--- src/rtl/ps2_key_decoder.sv ---
// PS/2 scan-code decoder: turns the received byte stream into per-key press/release/held events.
// Optional AUTOREPEAT_EN macro adds per-key auto-repeat timers; without it key_repeat is tied to 0.
module ps2_key_decoder #(
    parameter int                      NUM_KEYS    = 5,
    parameter logic [8*NUM_KEYS-1:0]   KEY_CODES   = {8'h29, 8'h74, 8'h6B, 8'h72, 8'h75},
    parameter logic [NUM_KEYS-1:0]     KEY_EXT     = 5'b01111,
    parameter logic [19:0]             SEQ_TIMEOUT = 20'd500000
`ifdef AUTOREPEAT_EN
    ,
    parameter logic [24:0]             REPEAT_DELAY  = 25'd25000000,
    parameter logic [24:0]             REPEAT_PERIOD = 25'd5000000
`endif
) (
    input  logic                CLOCK_50,
    input  logic                resetn,
    input  logic                clear,
    input  logic [7:0]          rx_data,
    input  logic                rx_valid,
    output logic [NUM_KEYS-1:0] key_press,
    output logic [NUM_KEYS-1:0] key_release,
    output logic [NUM_KEYS-1:0] key_held,
    output logic [NUM_KEYS-1:0] key_repeat,
    output logic                unknown_code,
    output logic                seq_error,
    output logic [1:0]          fsm_state
);

    localparam logic [7:0] BYTE_EXT = 8'hE0;
    localparam logic [7:0] BYTE_BRK = 8'hF0;

    typedef enum logic [1:0] {
        IDLE    = 2'd0,
        EXT     = 2'd1,
        BRK     = 2'd2,
        EXT_BRK = 2'd3
    } state_t;

    state_t      state;
    state_t      state_nxt;
    logic [19:0] tmo_cnt;
    logic [19:0] tmo_cnt_nxt;
    logic        tmo_hit;
    logic        code_done;
    logic        code_ext;
    logic        code_brk;

    logic [NUM_KEYS-1:0] match;
    logic [NUM_KEYS-1:0] make_hit;
    logic [NUM_KEYS-1:0] brk_hit;
    logic [NUM_KEYS-1:0] press_nxt;
    logic [NUM_KEYS-1:0] release_nxt;
    logic [NUM_KEYS-1:0] held_nxt;
    logic                unknown_nxt;

    assign fsm_state = state;

    // Prefix tracking; a received byte always wins over the timeout on the same cycle.
    always_comb begin
        state_nxt   = state;
        tmo_cnt_nxt = tmo_cnt;
        tmo_hit     = 1'b0;
        code_done   = 1'b0;
        code_ext    = 1'b0;
        code_brk    = 1'b0;
        if (rx_valid) begin
            tmo_cnt_nxt = '0;
            case (state)
                IDLE: begin
                    if (rx_data == BYTE_EXT) begin
                        state_nxt = EXT;
                    end else if (rx_data == BYTE_BRK) begin
                        state_nxt = BRK;
                    end else begin
                        code_done = 1'b1;
                    end
                end
                EXT: begin
                    if (rx_data == BYTE_BRK) begin
                        state_nxt = EXT_BRK;
                    end else if (rx_data != BYTE_EXT) begin
                        code_done = 1'b1;
                        code_ext  = 1'b1;
                        state_nxt = IDLE;
                    end
                end
                BRK: begin
                    if (rx_data == BYTE_EXT) begin
                        state_nxt = EXT_BRK;
                    end else if (rx_data != BYTE_BRK) begin
                        code_done = 1'b1;
                        code_brk  = 1'b1;
                        state_nxt = IDLE;
                    end
                end
                EXT_BRK: begin
                    if ((rx_data != BYTE_EXT) && (rx_data != BYTE_BRK)) begin
                        code_done = 1'b1;
                        code_ext  = 1'b1;
                        code_brk  = 1'b1;
                        state_nxt = IDLE;
                    end
                end
                default: state_nxt = IDLE;
            endcase
        end else if (state != IDLE) begin
            if (tmo_cnt + 20'd1 == SEQ_TIMEOUT) begin
                tmo_hit     = 1'b1;
                tmo_cnt_nxt = '0;
                state_nxt   = IDLE;
            end else begin
                tmo_cnt_nxt = tmo_cnt + 20'd1;
            end
        end
    end

    always_comb begin
        match = '0;
        for (int i = 0; i < NUM_KEYS; i++) begin
            match[i] = (rx_data == KEY_CODES[8*i +: 8]) && (code_ext == KEY_EXT[i]);
        end
    end

    assign make_hit    = match & {NUM_KEYS{code_done & ~code_brk}};
    assign brk_hit     = match & {NUM_KEYS{code_done &  code_brk}};
    assign press_nxt   = make_hit & ~key_held;
    assign release_nxt = brk_hit & key_held;
    assign held_nxt    = (key_held | make_hit) & ~brk_hit;
    assign unknown_nxt = code_done && (match == '0);

    always_ff @(posedge CLOCK_50 or negedge resetn) begin
        if (!resetn) begin
            state        <= IDLE;
            tmo_cnt      <= '0;
            key_press    <= '0;
            key_release  <= '0;
            key_held     <= '0;
            unknown_code <= 1'b0;
            seq_error    <= 1'b0;
        end else if (clear) begin
            state        <= IDLE;
            tmo_cnt      <= '0;
            key_press    <= '0;
            key_release  <= '0;
            key_held     <= '0;
            unknown_code <= 1'b0;
            seq_error    <= 1'b0;
        end else begin
            state        <= state_nxt;
            tmo_cnt      <= tmo_cnt_nxt;
            key_press    <= press_nxt;
            key_release  <= release_nxt;
            key_held     <= held_nxt;
            unknown_code <= unknown_nxt;
            seq_error    <= tmo_hit;
        end
    end

`ifdef AUTOREPEAT_EN
    logic [24:0]         rpt_cnt [NUM_KEYS];
    logic [NUM_KEYS-1:0] rpt_phase;

    // Any make/break on a key restarts its timer, so a break never coincides with a repeat.
    always_ff @(posedge CLOCK_50 or negedge resetn) begin
        if (!resetn) begin
            key_repeat <= '0;
            rpt_phase  <= '0;
            for (int i = 0; i < NUM_KEYS; i++) rpt_cnt[i] <= '0;
        end else if (clear) begin
            key_repeat <= '0;
            rpt_phase  <= '0;
            for (int i = 0; i < NUM_KEYS; i++) rpt_cnt[i] <= '0;
        end else begin
            for (int i = 0; i < NUM_KEYS; i++) begin
                key_repeat[i] <= 1'b0;
                if (make_hit[i] || brk_hit[i] || !key_held[i]) begin
                    rpt_cnt[i]   <= '0;
                    rpt_phase[i] <= 1'b0;
                end else if (!rpt_phase[i] && (rpt_cnt[i] + 25'd1 == REPEAT_DELAY)) begin
                    key_repeat[i] <= 1'b1;
                    rpt_cnt[i]    <= '0;
                    rpt_phase[i]  <= 1'b1;
                end else if (rpt_phase[i] && (rpt_cnt[i] + 25'd1 == REPEAT_PERIOD)) begin
                    key_repeat[i] <= 1'b1;
                    rpt_cnt[i]    <= '0;
                end else begin
                    rpt_cnt[i] <= rpt_cnt[i] + 25'd1;
                end
            end
        end
    end
`else
    assign key_repeat = '0;
`endif

endmodule
--- config.mk ---
export PLATFORM = sky130hd
export DESIGN_NAME = ps2_key_decoder
export DESIGN_NICKNAME = d
export VERILOG_FILES = /design/src/rtl/ps2_key_decoder.sv
export SDC_FILE = /design/constraint.sdc
export NUM_CORES = 1
export LEC_CHECK = 0
export ABC_AREA = 1
export CORE_MARGIN = 2
export CORE_UTILIZATION = 45
export CTS_BUF_LIST = sky130_fd_sc_hd__clkbuf_4 sky130_fd_sc_hd__clkbuf_8
export CTS_CLUSTER_DIAMETER = 50
export CTS_CLUSTER_SIZE = 14
export DETAILED_ROUTE_END_ITERATION = 8
export PLACE_DENSITY = 0.73
export SLEW_MARGIN = 20
export SYNTH_ARGS = -nofsm -noshare
export SYNTH_HDL_FRONTEND = slang
export SYNTH_SLANG_ARGS = --single-unit
--- constraint.sdc ---
create_clock -name CLOCK_50 -period 1.86 [get_ports CLOCK_50]
set_clock_uncertainty 0.1 [all_clocks]
set_input_delay 0.372 -clock CLOCK_50 [delete_from_list [all_inputs] [get_ports CLOCK_50]]
set_output_delay 0.372 -clock CLOCK_50 [all_outputs]
set_load 0.05 [all_outputs]
==> out/results.tsv <==
stage	metric	value	unit
run_status	status	finished with violations	
run_status	failing checks	setup timing	
die	Die Y-Extent	78.80	um
power_and_ir_drop	Internal	1.483	mW
power_and_ir_drop	PwrDens	569.1	nW/um^2
synth	most frequent cell after synthesis	nand2_1	
grt	vias in the first global route	2741	
sta	final hold vios	0	
synth	ys flop type	dfrtp_1	
worst_setup_path	Setup crit start kind	flop	
synth	Ys Warns	0	
grt	GRT overflow	0	
detailed_routing	First DRT Iteration DRCs	168	
grt	pin count of the biggest net entering global routing	40	
sta	Worst Hold Margin	24.28	ps
synth	Yosys top cell by area	dfrtp_1	
detailed_routing	via count	2784	
sta	Slew Viols, Final	0	
clock_tree	cts bufs inserted	5	
sta	Final min period	2086	ps
worst_setup_path	critical path arrival	2180	ps
worst_setup_path	CP endpoint	tmo_cnt[8]	
synth	Yosys cell types	35	
synth	sequential-to-total area share from yosys stat	0.3877	
sta	period utilization	1.122	
cells_and_area	share of post-route cells with drive strength above 1	0.4394	
place	# port buffers	30	
detailed_routing	WL met1	3185	um
grt	GRT Total Usage	0.2543	
synth	synthesized area	2517	sq um
power_and_ir_drop	switching share of power	0.3338	
detailed_routing	top sig layer	met4	
detailed_routing	drc violations	0	
synth	async set-reset flop share out of synthesis	1.000	
die	Die Width	78.80	um
power_and_ir_drop	maximum VDD drop	0.3883	mV
sta	worst setup margin	-226.1	ps
sta	Worst slew margin	0.6444	
detailed_routing	Initial DRT Pass Iterations	5	
synth	commonest cells in the netlist	nand2_1 (88), nor2_1 (49), inv_1 (47)	
worst_setup_path	FF-to-FF path depth	13	
sta	Fmax	0.4794	GHz
cells_and_area	number of antenna diodes	0	
synth	Mean Syn Cell Area	7.318	sq um
sta	RSZ-0062 raised after global routing	yes	
worst_setup_path	Setup crit end kind	flop	
worst_setup_path	crit path from	tmo_cnt[1]	
synth	EDFF count, synth	0	
sta	TNS Setup	-3562	ps
grt	first-pass GRT wire length	12300	um
synth	Synth top area share	0.3877	
clock_tree	Clk Latency, worst-skew pair	310	ps
place	Placer Congestion	0.9451	
job	Max-Cap Viols	0	
detailed_routing	drt total wl	8323	um
worst_setup_path	crit path max fanout	7	
clock_tree	CTS clk-pin slew, worst paths	90	ps
clock_tree	Clock Tree Root	clkbuf_8	
sta	Slew @ Worst Pin	533.4	ps
place	hpwl dp	5325	um
power_and_ir_drop	Comb pwr share	0.250	
power_and_ir_drop	Sw Pwr	0.7430	mW
power_and_ir_drop	total power	2.226	mW
die	Initial Util	0.4628	
die	I/O Pins	36	
detailed_routing	DRT antenna net count	0	
worst_setup_path	Reg2Reg Launch Point	tmo_cnt[1]	
grt	antenna violations before repair	0	
cells_and_area	nets	474	
sta	Final Setup Violations	21	
worst_setup_path	worst endpoint required time	1960	ps
detailed_routing	Met3 Wirelength	356	um
die	Site Rows	27	
worst_setup_path	register-to-register setup slack	-230	ps
detailed_routing	DR vias/cell	5.213	
detailed_routing	met2 wire length	4527	um
clock_tree	clock sink total	39	
synth	synth top area cells	dfrtp_1 (39%), nand2_1 (13%), nor2_1 (7.3%)	
worst_setup_path	terminus of the critical flop-to-flop path	tmo_cnt[8]	
clock_tree	H-tree depth	2	
die	die area	6209	sq um
clock_tree	CTS tree	built	
place	pre-CTS setup slack	-503.5	ps
power_and_ir_drop	leakage	1.825	nW
synth	Yosys reg bits	39	
power_and_ir_drop	Clk pwr share	0.342	
worst_hold_path	worst hold-check path type	primary input to asynchronous set/reset pin	
detailed_routing	WL/cell	15.59	um
cells_and_area	fillcell total	389	
worst_setup_path	WS Path Type	flop to flop	
clock_tree	Clock Path Buffers	2	
synth	Post-Synthesis Cells	344	
cells_and_area	area delta synth->final	55.37	%
die	CORE AREA	5439	sq um
power_and_ir_drop	sequential power share	0.409	
## cell families (layout without fill, tap and decap cells)
logic type	Yosys count	after routing	share of synthesized area
other	1	5	0.001490
xor gates and xnor gates	8	8	0.02783
buffers and inverters	58	172	0.1014
AOI/OAI and AO/OA	32	32	0.1029
and+or+nand+nor	205	205	0.3738
adders and majority gates	1	1	0.004969
DFF	39	39	0.3877
## how the worst min path moves through the flow
stage / endpoint / start / cells past startpoint / slack, ps
floorplan: fsm_state[0] / resetn / 0 / -20
global placement: key_release[2] / resetn / 2 / 370
detailed placement: tmo_cnt[3] / resetn / 2 / 370
CTS: tmo_cnt[9] / resetn / 2 / 40
global route: tmo_cnt[9] / resetn / 2 / 60
finish: tmo_cnt[10] / resetn / 2 / 20
## critical path, cell delays in order (launching register included)
cell     delay [ps]
dfrtp_2         440
ha_4            170
nand3_4         100
inv_2            80
nand2_4          80
o21ai_1         130
nand2_1         100
nor2_1          120
nand2_1         100
nor2_2          140
nand3_2         100
nand2_4         130
buf_12          130
o22ai_2          70
## final cells by class
type,instances,area [sq um],share of cell area
clock inverters,3,43.79,0.01120
inverters,48,180.2,0.04607
flip-flops and latches,39,983.4,0.2514
clock buffers,5,68.82,0.01759
repair buffers,116,955.9,0.2444
multi-input cells,251,1589,0.4063
well taps,72,90.09,0.02303
## metal layers
layer	up-vias	track usage
met3	24	0.03977
met5	-	0
li1	1333	-
met4	0	0.1175
met2	87	0.4709
met1	1340	0.2841
## cells in the final DEF, fill, tap and decap left out, types with 3 or more instances in the layout
cell type        Yosys  layout
a21oi_1              6       5
buf_6                0       4
nor3_1               9       6
nand2_1             88      76
inv_1               47      40
o41ai_1              4       4
clkdlybuf4s50_1      0       5
xor2_1               7       4
dlygate4sd2_1        0       4
nor2_1              49      31
nand3_2              3       3
o21ai_0              6       3
buf_4                5      97
buf_12               1       4
nor2_2               6      16
nand2_2              1      12
nand4_1              7       7
dfrtp_2              0       6
o22ai_2              9       9
conb_1               1       5
o21ai_1              1       3
o21ai_2              2       3
nand3_4              0       4
inv_2                1       8
nand3_1             24      20
clkbuf_8             0       5
nor2_4               3      11
dfrtp_1             39      33
nand2_4              3       4
and3_1               4       4
## what timing repair did
action                     in CTS  in global routing
setup endpoints to repair      33                 33
pin swaps                      17                 23
resized for setup              28                 57
hold buffers                    0                  0
buffers inserted                9                  5
## state kept, by name, indices dropped and copies added (netlist names)
register / count
key_held: 5
tmo_cnt: 20
seq_error: 1
key_press: 5
key_release: 5
fsm_state: 2
unknown_code: 1
## metrics by stage
step | area, sq um | util | instances
after floorplan | 2550 | - | 348
after global placement | 3403 | 0.6257 | 512
after detailed placement | 3403 | 0.6257 | 512
after CTS | 3652 | 0.6715 | 529
after global routing | 3911 | 0.7191 | 534
final | 3911 | 0.7191 | 534
## power groups by stage
stage	clock network, mW	logic [mW]	registers, mW
floorplan	0	0.210	0.956
global placement	0	0.465	0.920
detailed placement	0	0.475	0.919
CTS	0.762	0.492	0.902
global route	0.789	0.593	0.913
finish	0.761	0.556	0.909
Power figures use the tool's default switching activity.
